## config.mk

```make
export PLATFORM = sky130hd
export DESIGN_NAME = march_cm_bist
export DESIGN_NICKNAME = d
export VERILOG_FILES = /design/src/rtl/march_cm_bist.sv
export SDC_FILE = /design/constraint.sdc
export NUM_CORES = 1
export LEC_CHECK = 0
export ABC_AREA = 1
export BUFFER_PORTS_ARGS = -buffer_cell sky130_fd_sc_hd__buf_4
export CORE_ASPECT_RATIO = 1.25
export CORE_MARGIN = 1.5
export CORE_UTILIZATION = 62
export CTS_BUF_LIST = sky130_fd_sc_hd__clkbuf_8 sky130_fd_sc_hd__clkbuf_16
export DETAILED_ROUTE_END_ITERATION = 8
export PLACE_DENSITY = 0.86
export SLEW_MARGIN = 5
export SYNTH_ARGS = -nofsm -noshare
export SYNTH_HDL_FRONTEND = slang
export SYNTH_SLANG_ARGS = --single-unit
```

## constraint.sdc

```tcl
create_clock -name Clock -period 2.91 [get_ports Clock]
set_input_delay 0.1455 -clock Clock [delete_from_list [all_inputs] [get_ports Clock]]
set_output_delay 0.1455 -clock Clock [all_outputs]
set_load 0.03 [all_outputs]
```

## src/rtl/march_cm_bist.sv

```systemverilog
// March C- built-in self test for a synchronous single-port SRAM.
// One memory operation per cycle; read data is checked one cycle after the read.
module march_cm_bist #(
    parameter int ADDR_W       = 8,
    parameter int DATA_W       = 4,
    parameter int CNT_W        = 8,
    parameter int STOP_ON_FAIL = 0
) (
    input  logic              Clock,
    input  logic              Reset,
    input  logic              Start,
    output logic [ADDR_W-1:0] MemAddr,
    output logic [DATA_W-1:0] MemWrData,
    output logic              MemWe,
    output logic              MemRe,
    input  logic [DATA_W-1:0] MemRdData,
    output logic              Busy,
    output logic              Done,
    output logic              GoNoGo,
    output logic [ADDR_W-1:0] FailAddr,
    output logic [CNT_W-1:0]  FailCount
);

    typedef enum logic [1:0] {
        IDLE,
        RUN,
        DRAIN,
        DONE
    } state_t;

    localparam logic [ADDR_W-1:0] ADDR_LAST = '1;
    localparam logic [ADDR_W-1:0] ADDR_ZERO = '0;
    localparam logic [ADDR_W-1:0] ADDR_ONE  = ADDR_W'(1);
    localparam logic [DATA_W-1:0] DATA_ONES = '1;
    localparam logic [DATA_W-1:0] DATA_ZERO = '0;
    localparam logic [CNT_W-1:0]  CNT_MAX   = '1;
    localparam logic [CNT_W-1:0]  CNT_ZERO  = '0;
    localparam logic [CNT_W-1:0]  CNT_ONE   = CNT_W'(1);
    localparam logic [2:0]        ELEM_LAST = 3'd5;

    state_t            state;
    state_t            state_nxt;
    logic [2:0]        elem;
    logic [2:0]        elem_nxt;
    logic              phase;
    logic              phase_nxt;
    logic [ADDR_W-1:0] addr;
    logic [ADDR_W-1:0] addr_nxt;

    logic              op_we;
    logic              op_ones;
    logic              two_op;
    logic              down;
    logic              down_next;
    logic              last_in_elem;
    logic              last_op;
    logic              start_run;
    logic              mismatch;
    logic              abort;
    logic              issue;

    logic              chk_valid;
    logic [DATA_W-1:0] chk_exp;
    logic [ADDR_W-1:0] chk_addr;
    logic [CNT_W-1:0]  fail_count;
    logic [ADDR_W-1:0] fail_addr;

    // op_ones is the data of the current op: write value or expected read value
    always_comb begin
        op_we   = 1'b0;
        op_ones = 1'b0;
        two_op  = 1'b1;
        down    = 1'b0;
        case (elem)
            3'd0: begin
                op_we  = 1'b1;
                two_op = 1'b0;
            end
            3'd1: begin
                op_we   = phase;
                op_ones = phase;
            end
            3'd2: begin
                op_we   = phase;
                op_ones = !phase;
            end
            3'd3: begin
                op_we   = phase;
                op_ones = phase;
                down    = 1'b1;
            end
            3'd4: begin
                op_we   = phase;
                op_ones = !phase;
                down    = 1'b1;
            end
            default: begin
                two_op = 1'b0;
            end
        endcase
    end

    // elements 3 and 4 walk downwards, so they start from the top address
    assign down_next    = (elem == 3'd2) || (elem == 3'd3);
    assign last_in_elem = down ? (addr == ADDR_ZERO) : (addr == ADDR_LAST);
    assign last_op      = (elem == ELEM_LAST) && last_in_elem;
    assign start_run    = ((state == IDLE) || (state == DONE)) && Start;
    assign mismatch     = chk_valid && (MemRdData != chk_exp);
    assign abort        = (STOP_ON_FAIL != 0) && mismatch;
    assign issue        = (state == RUN) && !abort;

    assign MemWe     = issue && op_we;
    assign MemRe     = issue && !op_we;
    assign MemAddr   = (state == RUN) ? addr : ADDR_ZERO;
    assign MemWrData = (MemWe && op_ones) ? DATA_ONES : DATA_ZERO;
    assign Busy      = (state == RUN) || (state == DRAIN);
    assign Done      = (state == DONE);
    assign GoNoGo    = Done && (fail_count == CNT_ZERO);
    assign FailAddr  = fail_addr;
    assign FailCount = fail_count;

    always_comb begin
        elem_nxt  = elem;
        phase_nxt = phase;
        addr_nxt  = addr;
        if (two_op && !phase) begin
            phase_nxt = 1'b1;
        end else begin
            phase_nxt = 1'b0;
            if (last_in_elem) begin
                elem_nxt = elem + 3'd1;
                addr_nxt = down_next ? ADDR_LAST : ADDR_ZERO;
            end else if (down) begin
                addr_nxt = addr - ADDR_ONE;
            end else begin
                addr_nxt = addr + ADDR_ONE;
            end
        end
    end

    always_comb begin
        state_nxt = state;
        case (state)
            IDLE, DONE: begin
                if (Start) begin
                    state_nxt = RUN;
                end
            end
            RUN: begin
                if (abort || last_op) begin
                    state_nxt = DRAIN;
                end
            end
            DRAIN: begin
                state_nxt = DONE;
            end
            default: begin
                state_nxt = IDLE;
            end
        endcase
    end

    always_ff @(posedge Clock or posedge Reset) begin
        if (Reset) begin
            state      <= IDLE;
            elem       <= 3'd0;
            phase      <= 1'b0;
            addr       <= ADDR_ZERO;
            chk_valid  <= 1'b0;
            chk_exp    <= DATA_ZERO;
            chk_addr   <= ADDR_ZERO;
            fail_count <= CNT_ZERO;
            fail_addr  <= ADDR_ZERO;
        end else begin
            state <= state_nxt;
            if (start_run) begin
                elem       <= 3'd0;
                phase      <= 1'b0;
                addr       <= ADDR_ZERO;
                chk_valid  <= 1'b0;
                fail_count <= CNT_ZERO;
                fail_addr  <= ADDR_ZERO;
            end else begin
                if (state == RUN) begin
                    elem  <= elem_nxt;
                    phase <= phase_nxt;
                    addr  <= addr_nxt;
                end
                chk_valid <= MemRe;
                chk_exp   <= op_ones ? DATA_ONES : DATA_ZERO;
                chk_addr  <= addr;
                if (mismatch) begin
                    if (fail_count != CNT_MAX) begin
                        fail_count <= fail_count + CNT_ONE;
                    end
                    if (fail_count == CNT_ZERO) begin
                        fail_addr <= chk_addr;
                    end
                end
            end
        end
    end

endmodule

```

==> out/qor.txt <==
status: finished, final reports clean
antenna viol nets, final: 0
relative slew slack: 0.381
met3 WL: 153 µm
row count: 26
largest area contributor in the netlist: dfrtp_1
endpoints failing setup: 0
Tcrit/Tclk final: 0.789
clock skew: 0.00714 ns
fmax: 0.436 GHz
maximum buffer depth of the clock tree: 2
vias in the first global route: 2229
unrepaired setup endpoints after global routing: false
Fin. Hold Viols: 0
CP startpoint kind: flip-flop
R2R cell count: 8
global route overflow: 0
hold-fix buffers at CTS: 0
Reg2Reg Capture Point: FailCount[4]
clk root buf: clkbuf_8
max_cap viols: 0
Crit Path Category: reg2reg
Top Ports: 40
critical path arrival: 2.53 ns
via count: 2329
CTS tree: built
GPL Wtd Cong: 0.789
Main synth FF type: dfrtp_1
Worst-path clk slew: 0.08 ns
fin area: 3110 µm²
number of synthesized flops with an enable pin: 0
largest net degree at the start of global routing: 26
Synth cell types: 38
Hold WC Path Type: in2async
Sink Count: 40
cells after synthesis: 359
Worst Tran Pin Value: 0.927 ns
Period minus WS final: 2.29 ns
worst skew pair latency: 0.31 ns
Initial DRC Count: 104
register area: 1000 µm²
Avg Synthesized Cell Area: 7.49 µm²
share of cells above drive strength 1: 0.212
asr flop ratio synth: 1.00
total core area: 4130 µm²
post-CTS setup buffer count: 0
synth warn: 0
CP Data Required Time: 3.14 ns
final wirelength: 5700 µm
first-pass iteration count of the detailed router: 4
maximum vdd drop: 484 µV
# DRC: 0
Vias/cell: 5.14
placed cell areas: 2990 µm²
Nets: 420
TNS Setup: 0 ns
Synth area leaders: dfrtp_1 37%, nand2_1 16%, inv_1 8.1%
Die Ht: 76.6 µm
met2 wire length: 2980 µm
Synth top area share: 0.372
Die Area: 4740 µm²
Met1 Wirelength: 2490 µm
register area share after synthesis: 0.372
r2r setup slk: 0.62 ns
Antenna Cells: 0
mapped cell area: 2690 µm²
DR WL/cell: 12.6 µm
starting density of the core: 0.651
chip width: 61.9 µm
Leak Pwr: 1.71 nW
max layer used: met4
worst setup path start: state[1]
syn nets: 383
number of buffers added on ports: 39
area of the multi-input gates: 1380 µm²
Setup crit end kind: flip-flop
reg2reg start: state[1]
number of H-tree levels: 2
worst hold slack: 0.0378 ns
Total Routing Usage GR: 0.275
#FFs+latches synth: 40
pwr/cell area: 793 nW/µm²
worst-path maximum fanout: 23
Inserted Clock Buffers: 5
pins over their slew limit: 0
worst setup path endpoint: FailCount[4]
initial antenna violation count: 0
fill count: 330
Area growth, synth to finish: 15.5%
Gates resized, CTS repair: 0
Detail Placement HPWL: 4110 µm
first-pass GRT wire length: 9830 µm
==> metal layers <==
metal  GRT usage  up-vias
met5           0        -
met4       0.102        0
met3      0.0560        7
met2       0.459       36
met1       0.337     1103
li1            -     1183
==> state kept, by name (all words and copies together) (netlist names) <==
signal and count:
FailAddr 8, FailCount 8, addr 8, chk_addr 8, chk_exp 1, chk_valid 1, elem 3, phase 1
state 2
==> cells in the final DEF, fill, tap and decap left out, types with 2 or more instances in the layout <==
cell      count
nand2_1     115
inv_1        58
dfrtp_1      40
buf_4        40
nor2_1       27
ha_1         16
nand3_1      13
o21ai_1      10
o21ai_0      10
o21ai_2       8
nand2_2       6
nand4_1       6
a21oi_1       5
xor2_1        5
clkbuf_8      5
nor3_1        3
inv_6         2
a21oi_4       2
nand2_4       2
nand3_2       2
or2_2         2
nor3_2        2
a21oi_2       2
inv_2         2
==> per-stage QoR <==
stage	cells	worst slack, ns	utilization	total power (W)
6_report	453	0.615	0.752	0.00246
5_1_grt	453	0.356	0.752	0.00264
4_1_cts	453	0.624	0.752	0.00246
3_5_place_dp	445	0.647	0.724	0.00198
3_3_place_gp	445	0.768	0.724	0.00195
2_1_floorplan	359	0.537	-	0.00169
==> cell families after synthesis <==
family / Yosys count / share of synthesized area
buffers and inverters: 72 / 0.115
AOI/OAI and AO/OA: 43 / 0.114
and+or+nand+nor: 181 / 0.298
xor gates and xnor gates: 6 / 0.0196
DFF: 40 / 0.372
adders and majority gates: 17 / 0.0819
==> cell usage after synthesis, types with 3 or more instances <==
cell,count
o21ai_0,10
nor3_1,3
dfrtp_1,40
nor2_1,27
o21ai_1,10
xor2_1,5
ha_1,16
inv_1,58
a21oi_1,5
buf_4,4
nand4_1,6
o21ai_2,8
nand2_2,6
nand3_1,13
nand2_1,115
==> power breakdown <==
group | switching (W) | leakage, nW | internal, W
Sequential | 0.000118 | 0.544 | 0.000660
Combinational | 0.000825 | 1.11 | 0.000383
Clock | 0.000216 | 0.0548 | 0.000258
==> worst min path at each step <==
stage | from | slack (ns) | endpoint
after floorplan | Reset | 0.36 | FailAddr[0]
after CTS | Reset | 0.08 | FailAddr[1]
final | Reset | 0.04 | FailAddr[1]
after global placement | Reset | 0.39 | FailAddr[1]
after global routing | Reset | 0.13 | FailAddr[1]
after detailed placement | Reset | 0.41 | FailAddr[1]
==> critical path, stage by stage, from the launching register on <==
cell and delay [ns]:
dfrtp_1 0.38, inv_1 0.07, ha_1 0.31, nand2_2 0.26
inv_4 0.27, nor3_2 0.08, a21oi_2 0.60, nand2_1 0.17
o21ai_2 0.10
==> area by class of cell <==
cell class,count,share of cell area
Clock buffer,5,0.0222
Clock inverter,3,0.0149
Sequential cell,40,0.322
Multi-Input combinational cell,247,0.444
Timing Repair Buffer,40,0.0967
Tap cell,56,0.0226
Inverter,62,0.0774
Note: power is estimated with default switching activity, not from simulation.
